### config.mk
export PLATFORM = sky130hd
export DESIGN_NAME = alu_sequencer
export DESIGN_NICKNAME = d
export VERILOG_FILES = /design/src/rtl/alu_sequencer.sv
export SDC_FILE = /design/constraint.sdc
export NUM_CORES = 1
export LEC_CHECK = 0
export ABC_AREA = 1
export CORE_AREA = 2 2 75 130
export DETAILED_ROUTE_END_ITERATION = 7
export DIE_AREA = 0 0 77 132
export GPL_ROUTABILITY_DRIVEN = 0
export PLACE_DENSITY = 0.75
export REMOVE_ABC_BUFFERS = 1
export SLEW_MARGIN = 15
export SYNTH_ARGS = -nofsm -noshare
export SYNTH_HDL_FRONTEND = slang
export SYNTH_SLANG_ARGS = --single-unit
### constraint.sdc
create_clock -name clk -period 3.3 [get_ports clk]
set_clock_uncertainty 0.05 [all_clocks]
set_input_delay 0.99 -clock clk [delete_from_list [all_inputs] [get_ports clk]]
set_output_delay 0.99 -clock clk [all_outputs]
set_load 0.1 [all_outputs]
### src/rtl/alu_sequencer.sv
// alu_sequencer: four-phase (IDLE/READ/EXEC/WB) instruction sequencer that
// reads two registers, drives an external ALU, writes the result back and
// latches the ALU flags into a processor status register.
`timescale 1ns/1ps

module alu_sequencer #(
  parameter logic [4:0] PSR_RESET  = 5'b00000,
  parameter bit         ILLEGAL_WB = 1'b0
) (
  input  logic        clk,
  input  logic        reset,
  input  logic        instr_valid,
  output logic        instr_ready,
  input  logic [15:0] instr,
  output logic [3:0]  rf_raddr_a,
  output logic [3:0]  rf_raddr_b,
  input  logic [15:0] rf_rdata_a,
  input  logic [15:0] rf_rdata_b,
  output logic [15:0] alu_ctrl,
  output logic [15:0] alu_in1,
  output logic [15:0] alu_in2,
  input  logic [15:0] alu_out,
  input  logic [4:0]  alu_flags,
  output logic        rf_we,
  output logic [3:0]  rf_waddr,
  output logic [15:0] rf_wdata,
  output logic [4:0]  psr,
  output logic        done,
  output logic        illegal
);

  typedef enum logic [1:0] {
    S_IDLE = 2'd0,
    S_READ = 2'd1,
    S_EXEC = 2'd2,
    S_WB   = 2'd3
  } state_t;

  state_t state_q, state_d;

  logic [15:0] instr_q;
  logic [15:0] opa_q;
  logic [15:0] opb_q;
  logic [15:0] res_q;
  logic [4:0]  flags_q;
  logic [4:0]  psr_q;

  logic        accept;

  // Decoded view of the captured instruction
  logic [3:0]  op_hi;
  logic [3:0]  op_ext;
  logic        is_rtype;
  logic        imm_legal;
  logic        op_legal;
  logic        is_cmp;
  logic        is_nop;
  logic        wb_en;
  logic        psr_upd;
  logic [15:0] ctrl_word;

  assign op_hi  = instr_q[15:12];
  assign op_ext = instr_q[7:4];
  assign accept = (state_q == S_IDLE) && instr_valid;
  assign psr    = psr_q;

  // Instruction decode: legality, compare/NOP class and the ALU control word
  always_comb begin
    is_rtype  = (op_hi == 4'h0);
    imm_legal = 1'b0;
    case (op_hi)
      4'h1, 4'h2, 4'h3, 4'h5, 4'h6, 4'h7, 4'h9, 4'hB, 4'hE: imm_legal = 1'b1;
      default:                                               imm_legal = 1'b0;
    endcase
    op_legal = is_rtype || imm_legal;
    if (is_rtype) begin
      is_cmp = (op_ext == 4'hB) || (op_ext == 4'hD);
    end else begin
      is_cmp = (op_hi == 4'hB) || (op_hi == 4'h2);
    end
    is_nop = is_rtype && (op_ext == 4'h0);
    // Immediate forms move imm hi next to the opcode so the ALU sees a
    // contiguous 8-bit immediate in ctrl[11:8],ctrl[3:0].
    if (is_rtype) begin
      ctrl_word = instr_q;
    end else begin
      ctrl_word = {op_hi, op_ext, 4'b0000, instr_q[3:0]};
    end
    if (op_legal) begin
      wb_en = !(is_cmp || is_nop);
    end else begin
      wb_en = ILLEGAL_WB;
    end
    psr_upd = op_legal && !is_nop;
  end

  // State register; reset wins over every transition and aborts any instruction
  always_ff @(posedge clk) begin
    if (reset) begin
      state_q <= S_IDLE;
    end else begin
      state_q <= state_d;
    end
  end

  // Next-state: fixed four-cycle walk once an instruction is accepted
  always_comb begin
    state_d = state_q;
    case (state_q)
      S_IDLE:  if (instr_valid) state_d = S_READ;
      S_READ:  state_d = S_EXEC;
      S_EXEC:  state_d = S_WB;
      S_WB:    state_d = S_IDLE;
      default: state_d = S_IDLE;
    endcase
  end

  // Datapath registers: capture instruction, operands, ALU result and psr
  always_ff @(posedge clk) begin
    if (reset) begin
      instr_q <= '0;
      opa_q   <= '0;
      opb_q   <= '0;
      res_q   <= '0;
      flags_q <= '0;
      psr_q   <= PSR_RESET;
    end else begin
      if (accept) begin
        instr_q <= instr;
      end
      if (state_q == S_READ) begin
        opa_q <= rf_rdata_a;
        opb_q <= rf_rdata_b;
      end
      if (state_q == S_EXEC) begin
        res_q   <= alu_out;
        flags_q <= alu_flags;
      end
      if ((state_q == S_WB) && psr_upd) begin
        psr_q <= flags_q;
      end
    end
  end

  // Outputs decoded from the current state; WB strobes are masked by reset
  // so an instruction aborted in its last cycle leaves no trace.
  always_comb begin
    instr_ready = 1'b0;
    rf_raddr_a  = 4'h0;
    rf_raddr_b  = 4'h0;
    alu_ctrl    = 16'h0000;
    alu_in1     = 16'h0000;
    alu_in2     = 16'h0000;
    rf_we       = 1'b0;
    rf_waddr    = 4'h0;
    rf_wdata    = 16'h0000;
    done        = 1'b0;
    illegal     = 1'b0;
    case (state_q)
      S_IDLE: begin
        instr_ready = 1'b1;
        // Present the addresses in the accept cycle as well so a
        // synchronous-read register file has the data ready during READ.
        if (instr_valid) begin
          rf_raddr_a = instr[11:8];
          rf_raddr_b = instr[3:0];
        end
      end
      S_READ: begin
        rf_raddr_a = instr_q[11:8];
        rf_raddr_b = instr_q[3:0];
      end
      S_EXEC: begin
        alu_ctrl = ctrl_word;
        alu_in1  = opa_q;
        alu_in2  = opb_q;
      end
      S_WB: begin
        done     = !reset;
        illegal  = !op_legal && !reset;
        rf_we    = wb_en && !reset;
        rf_waddr = instr_q[11:8];
        rf_wdata = res_q;
      end
      default: ;
    endcase
  end

endmodule

==> impl_metrics.toml, run 1 <==
[outcome]
status = "complete, no violations"

[hold_path]
min_delay_worst_endpoint = "flags_q[2]"
hold_class = "reg2reg"
hp-start = "flags_q[2]"
hold_depth = 2

[global_routing]
gr-total-overflow = 0
grt_pass1_wl_mm = 18.5
grt_pass1_vias = 4035
antenna_found_initial = 1
grt_max_degree = 39
track_usage = 0.227

[critical_path]
cp.required_ns = 2.26
critical_path_class = "in2out"
max_stage_delay_ns = 0.54
regToRegEndpoint = "opa_q[11]"
r2r_start = "state_q[1]"
worstSetupEndpointType = "primary output"
cp_common_cell = "nand2_1"
crit_slowest_cell = "clkdlybuf4s50_1"
reg2reg_depth = 6
crit_chain = "clkdlybuf4s50_1, nand2_2, clkinv_2, nand2_1, nand2_1, buf_12"
start_kind = "input pin"
crit_path_max_fanout = 9
worstPathArrival_ns = 2.14
ff2ff_setup_slack_ns = 1.08
path_buf_inv = 3
cp_top_family = "buffers and inverters"

[job]
drv_cap = 0

[floorplanning]
die_x_um = 77
ios = 157
std_cell_rows = 46
fp.dieH_um = 132
start_util = 0.392
die_area_um2 = 10200
coreArea_um2 = 9090

[detailed_routing]
dr.pass1.iters = 4
wire_per_inst_um = 13.9
postRouteWirelength_mm = 11.3
via_per_inst = 4.80
vias = 3920
first_iter_violations = 199
ant_nets = 0
drc = 0

[cts]
cts_tree = "done"
cts.clk_slew.worst_paths_ns = 0.06
cts_buffer_depth = 2
cts.sinks = 77
hold_buffers = 0
htreeDepth = 3
clk_latency_ns = 0.33
cts_made_buffers = 9
cts_root_buf = "clkbuf_16"

[yosys]
yosys_warnings = 0
synth_top_area_cell = "dfxtp_1"
synth_top_area_frac = 0.433
yosysMostFrequentCell = "nor2_1"
synth_cell_types = 25
synth_common_cells = "nor2_1, nand2_1, inv_1, dfxtp_1, o21ai_0"
synth_async_sr_flop_share = 0
synthFlopType = "dfxtp_1"
ys_seq_area_frac = 0.433
ys_seq_elements = 77
synth_edf_count = 0
postSynthAreaPerCell_um2 = 6.52
postSynthCellCount = 546
synth.top_cells.by_area = "dfxtp_1, nor2_1, nand2_1"
synth_area_um2 = 3560

[pwr]
irDropWorstVdd_mv = 0.467
power_leakage_nw = 3.10
p_per_area_nw_per_um2 = 853

[layout]
area_delta_synth_final_pct = 73.5
final.fill_count = 761
drive_gt1_frac = 0.172
register_area_um2 = 1540
fin_nets = 768
multi_input_area_um2 = 1510
n_antenna_cell = 0

[sta]
fin_crit_sh = 0.964
tightest_slew_ns = 0.996
max_freq_mhz = 314
relSlewSlack = 0.335
setup_violations = 0
fin_crit_ns = 3.18
worst_hold_slack_ns = 0.410
grt_setup_unrepaired = "no"
tns_ns = 0
final_hold_viol_count = 0
report.final.slew_viol_count = 0

[place]
hpwlAfterDp_mm = 8.65
placement.io_buffers = 156
[what timing repair did]
action                                 in CTS  in global routing
resized for setup                           1                  0
setup endpoints to repair                   3                  0
endpoints found under the hold margin       0                  0
buffers inserted                            0                  0
[routing by layer]
layer | global-route usage | routed length (um)
met3 | 0.0548 | 606
met4 | 0.155 | 650
met5 | 0 | 18
met2 | 0.418 | 6120
met1 | 0.219 | 3910
[logic make-up (layout without fill, tap and decap cells)]
family,after synthesis,after routing,share of synthesized area
and+or+nand+nor,251,251,0.284
buffers and inverters,126,276,0.143
AOI/OAI and AO/OA,88,88,0.126
DFF,77,77,0.433
adders and majority gates,4,4,0.0141
[through the flow]
step	total power, mW	util	setup WS [ns]	instances	cell area, um^2
2_1_floorplan	3.30	-	-2.18	515	3410
3_3_place_gp	4.25	0.647	0.0416	801	5890
3_5_place_dp	4.33	0.647	-0.0230	801	5890
4_1_cts	5.30	0.679	0.126	816	6180
5_1_grt	5.56	0.679	0.0541	816	6180
6_report	5.27	0.679	0.119	816	6180
[area by class of cell]
type                       instances  area share
clock buffer                       9      0.0365
clock inverter                     6      0.0103
inverter                          95      0.0579
multi-input combinational        343       0.245
tap                              120      0.0243
timing repair buffer             166       0.376
sequential                        77       0.250
[state kept, by name, indices dropped and copies added, names as in the netlist]
| name | flops |
|---|---|
| instr_q | 16 |
| opa_q | 16 |
| opb_q | 16 |
| res_q | 16 |
| flags_q | 5 |
| psr | 5 |
| state_q | 2 |
| imm_legal | 1 |
[power breakdown]
group          internal [mW]  total (mW)  switching [mW]
clock                  0.580       0.953           0.373
combinational          0.871        2.89            2.01
sequential              1.26        1.43           0.172
total                   2.71        5.27            2.56
[cell usage in the layout, fill, tap and decap left out, types with 2 or more instances in the layout]
cell type,n
nor2_1,117
nand2_1,115
inv_1,93
dfxtp_1,77
buf_12,72
clkdlybuf4s50_1,71
o21ai_0,64
buf_4,23
a21oi_1,20
clkbuf_16,9
nand4_1,6
nand3_1,5
clkinv_2,3
ha_1,3
nand2_2,2
a211oi_1,2
clkinvlp_4,2
[worst register-to-register path: cells and delay by family (launching register included)]
| family | cells | cell delay [ns] |
|---|---|---|
| adders and majority gates | 1 | 0.41 |
| buffers and inverters | 3 | 0.97 |
| and+or+nand+nor | 2 | 0.35 |
| DFF | 1 | 0.33 |
[worst max path at each step]
stage | from | end | slack, ns | depth (start not counted)
2_1_floorplan | state_q[0] | alu_ctrl[10] | -2.18 | 4
3_3_place_gp | instr_valid | rf_raddr_a[2] | 0.04 | 6
3_5_place_dp | instr_valid | rf_raddr_b[2] | -0.02 | 6
4_1_cts | instr_valid | rf_raddr_b[2] | 0.13 | 6
5_1_grt | instr_valid | rf_raddr_a[0] | 0.05 | 6
6_report | instr_valid | rf_raddr_b[2] | 0.12 | 6
Note: power is estimated with default switching activity, not from simulation.
==> run 2: changes to the inputs <==
- CORE_AREA: 2 2 75 130 -> 2 2 73 127
- DIE_AREA: 0 0 77 132 -> 0 0 75 129
- PLACE_DENSITY: 0.75 -> 0.79
- SLEW_MARGIN: 15 -> 20
- clock period: 3.3 -> 3.1 ns (I/O delays scaled with it)
==> impl_metrics.toml, run 2 (synthesis gave the netlist of run 1 again) <==
[layout]
drive_gt1_frac = 0.179
final_cell_mix = "nor2_1, nand2_1, inv_1"
final_common_cell = "nor2_1"
final.fill_count = 650
register_area_um2 = 1540
fin_nets = 771
fin_util = 0.733
n_antenna_cell = 0
area_delta_synth_final_pct = 77.3
multi_input_area_um2 = 1520

[outcome]
status = "complete, no violations"

[place]
hpwlAfterDp_mm = 8.64
placement.io_buffers = 156
pre_cts_slack_ns = -0.0738

[cts]
cts_root_buf = "clkbuf_16"
cts.sinks = 77
cts_tree = "done"
htreeDepth = 3
cts.clk_slew.worst_paths_ns = 0.06
clk_latency_ns = 0.33
cts_made_buffers = 9
cts_setup_buffers = 0
cts_buffer_depth = 2

[critical_path]
worstSetupEndpointType = "primary output"
ff2ff_setup_slack_ns = 0.92
cp.required_ns = 2.12
start_kind = "input pin"
critical_path.startpoint = "reset"
crit_path_max_fanout = 4
max_stage_delay_ns = 0.49
worstPathArrival_ns = 2.05
critical_path_class = "in2out"
r2r_start = "state_q[1]"
crit_slowest_cell = "clkdlybuf4s50_1"
regToRegEndpoint = "opa_q[13]"
reg2reg_depth = 6
crit_chain = "clkdlybuf4s50_1, nor2_2, o21ai_0, nor2_1, buf_12"

[sta]
worst_slack_ns = 0.0727
worst_hold_slack_ns = 0.423
max_freq_mhz = 330
setup_violations = 0
report.final.slew_viol_count = 0
grt_setup_unrepaired = "no"
tightest_slew_ns = 0.990
fin_crit_sh = 0.977
fin_crit_ns = 3.03
final_hold_viol_count = 0
relSlewSlack = 0.340
tns_ns = 0

[floorplanning]
std_cell_rows = 45
die_area_um2 = 9680
coreArea_um2 = 8610
start_util = 0.413
fp.dieH_um = 129
ios = 157
die_x_um = 75

[global_routing]
grt_pass1_wl_mm = 18.0
gr-total-overflow = 0
track_usage = 0.242
grt_max_degree = 34
antenna_found_initial = 0
grt_pass1_vias = 3984

[hold_path]
min_delay_worst_endpoint = "flags_q[0]"
hold_depth = 2
hp-start = "flags_q[0]"
hold_class = "reg2reg"

[detailed_routing]
first_iter_violations = 212
postRouteWirelength_mm = 11.3
wire_per_inst_um = 13.9
vias = 3900
drc = 0
ant_nets = 0
dr.pass1.iters = 5
via_per_inst = 4.77

[pwr]
irDropWorstVdd_mv = 0.569
p_per_area_nw_per_um2 = 904
power_leakage_nw = 3.14

[job]
drv_cap = 0
==> run 2: cell types whose count changed in the layout (fill, tap and decap cells not counted) <==
cell / before / now
buf_4: 23 / 18
clkinvlp_4: 2 / 4
inv_6: 1 / 0
buf_12: 72 / 80
clkbuf_1: 0 / 1
nand2_2: 2 / 3
nor2_1: 117 / 116
nand2_1: 115 / 114
nor2_2: 1 / 2
clkbuf_8: 0 / 1
clkinv_2: 3 / 1
==> run 2: repair_timing <==
action | in CTS | in global routing
endpoints found under the setup margin | 8 | 2
pin swaps | 0 | 2
hold buffers | 0 | 0
resized for setup | 1 | 2
==> run 2: cell type report <==
cell class | instances | area share
repair buffers | 169 | 0.388
flip-flops and latches | 77 | 0.244
multi-input cells | 343 | 0.241
inverters | 95 | 0.0567
clock buffers | 11 | 0.0384
well taps | 117 | 0.0232
clock inverters | 5 | 0.00951
==> run 2: power breakdown <==
part           switching (mW)  internal, mW  leakage (nW)
sequential              0.182          1.34         0.633
combinational            2.16         0.968          2.37
clock                   0.407         0.645         0.134
total                    2.75          2.96          3.14
==> run 2: layer usage <==
layer	up-vias	global-route usage	routed length, um
li1	1936	-	-
met1	1793	0.247	3950
met2	140	0.434	6310
met3	31	0.0415	583
met4	0	0.153	500
met5	-	0	0
==> run 2: stage by stage <==
| step | area (um^2) | instances | power [mW] |
|---|---|---|---|
| final | 6310 | 817 | 5.71 |
| after global routing | 6310 | 817 | 6.00 |
| after CTS | 6310 | 817 | 5.72 |
| after detailed placement | 6010 | 801 | 4.66 |
| after global placement | 6010 | 801 | 4.57 |
| after floorplan | 3410 | 515 | 3.51 |
==> run 2: how the worst max path moves through the flow <==
stage,endpoint,slack [ns],cells past startpoint
2_1_floorplan,alu_ctrl[10],-2.32,4
3_3_place_gp,rf_raddr_b[2],0.006,6
3_5_place_dp,rf_raddr_b[1],-0.07,6
4_1_cts,rf_we,0.05,5
5_1_grt,rf_we,0.01,5
6_report,rf_we,0.07,5
==> run 2: worst max-delay path: cells and delay by family <==
kind            cells  cell delay [ns]
buf+inv             2             0.69
simple gates        2             0.33
compound gates      1             0.09
==> run 3: changes to the inputs <==
- REMOVE_ABC_BUFFERS: 1 -> not set
==> impl_metrics.toml, run 3 (synthesis gave the netlist of run 1 again) <==
[critical_path]
regToRegEndpoint = "opa_q[15]"
critical_path_class = "in2out"
critical_path.startpoint = "instr_valid"
start_kind = "input pin"
r2r_start = "state_q[1]"
critPathCapture = "rf_raddr_b[1]"
reg2reg_depth = 6
ff2ff_setup_slack_ns = 0.82
cp.required_ns = 2.12
worstSetupEndpointType = "primary output"
worstPathArrival_ns = 2.07
crit_path_max_fanout = 4

[cts]
htreeDepth = 3
cts.clk_slew.worst_paths_ns = 0.06
hold_buffers = 0
clk_latency_ns = 0.33
cts_tree = "done"
cts_setup_buffers = 0
cts_buffer_depth = 2
cts_root_buf = "clkbuf_16"
cts_made_buffers = 9
cts.sinks = 77
cts.repair.resized = 1

[outcome]
status = "complete, no violations"

[job]
drv_cap = 0

[global_routing]
track_usage = 0.249
grt_max_degree = 43
met1_usage = 0.256
grt_pass1_wl_mm = 18.3
grt_pass1_vias = 3917
antenna_found_initial = 0
gr-total-overflow = 0
grt-busiest-layer = "met2"
grt_util_met3 = 0.0548
grt_util_met2 = 0.455

[detailed_routing]
ant_nets = 0
via_per_inst = 4.78
postRouteWirelength_mm = 11.5
wire_per_inst_um = 14.0
first_iter_violations = 193
vias = 3923
dr.pass1.iters = 5
drc = 0

[pwr]
p_total_mw = 5.69
switching_power_mw = 2.78
switching_share = 0.489
irDropWorstVdd_mv = 0.711
p_seq_frac = 0.269
power_leakage_nw = 3.15
p_per_area_nw_per_um2 = 895
pwr-share-clk = 0.161
p_comb_frac = 0.570
power.internal_mw = 2.91

[sta]
fin_crit_ns = 3.05
final_hold_viol_count = 0
worst_hold_slack_ns = 0.406
max_freq_mhz = 328
tns_ns = 0
relSlewSlack = 0.341
fin_crit_sh = 0.984
report.final.slew_viol_count = 0
tightest_slew_ns = 0.987
setup_violations = 0
grt_setup_unrepaired = "no"

[yosys]
syn-num-nets = 622

[layout]
final.fill_count = 609
fin_nets = 775
fin_util = 0.738
register_area_um2 = 1540
drive_gt1_frac = 0.189
stdcell_count = 821
area_delta_synth_final_pct = 78.5
final_common_cell = "nor2_1"
final_cell_mix = "nor2_1, nand2_1, inv_1"
n_antenna_cell = 0
multi_input_area_um2 = 1580

[place]
dp.cells = 805
hpwlAfterDp_mm = 8.76
placement.io_buffers = 156

[floorplanning]
std_cell_rows = 45
die_x_um = 75
start_util = 0.413
die_area_um2 = 9680
fp.dieH_um = 129
coreArea_um2 = 8610
ios = 157

[hold_path]
hold_class = "reg2reg"
==> run 3: changes by cell type in the layout (fill, tap and decap cells not counted), sizes merged <==
cell / delta
buf: +4
clkinvlp: -4
clkbuf: +3
clkinv: +2
bufinv: -1
==> run 3: power by group through the flow <==
stage / combinational [mW] / sequential [mW] / clock [mW]
3_5_place_dp: 3.24 / 1.54 / 0
3_3_place_gp: 3.17 / 1.52 / 0
2_1_floorplan: 2.13 / 1.56 / 0
5_1_grt: 3.44 / 1.57 / 0.978
6_report: 3.24 / 1.53 / 0.917
4_1_cts: 3.25 / 1.53 / 0.938
==> run 3: cell type report <==
class | count | share of cell area
clock buffer | 14 | 0.0384
clock inverter | 2 | 0.00157
inverter | 95 | 0.0563
multi-input combinational | 343 | 0.249
sequential | 77 | 0.242
tap | 117 | 0.0230
timing repair buffer | 173 | 0.390
==> run 3: through the flow <==
| step | worst slack, ns | cell area, um^2 |
|---|---|---|
| global route | 0.0199 | 6360 |
| floorplan | -0.148 | 3620 |
| detailed placement | -0.0405 | 6100 |
| CTS | 0.0421 | 6350 |
| global placement | 0.000665 | 6100 |
| finish | 0.0496 | 6360 |
==> run 3: critical path: stages <==
cell	delay [ns]
clkdlybuf4s50_1	0.50
nand2_2	0.07
clkinv_2	0.09
buf_4	0.13
nand2_1	0.06
nand2_1	0.11
buf_12	0.19
==> run 3: how the worst min path moves through the flow <==
stage	start	end	slack [ns]	cells past startpoint
after global placement	flags_q[2]	flags_q[2]	0.39	2
after CTS	flags_q[2]	flags_q[2]	0.41	2
after global routing	flags_q[0]	flags_q[0]	0.44	2
after floorplan	flags_q[4]	flags_q[4]	0.38	2
final	flags_q[2]	flags_q[2]	0.41	2
after detailed placement	flags_q[2]	flags_q[2]	0.40	2
==> run 3: metal layers <==
metal,up-vias,part of all wire
li1,1943,-
met1,1808,0.34
met2,144,0.57
met3,28,0.056
met4,0,0.032
met5,-,0
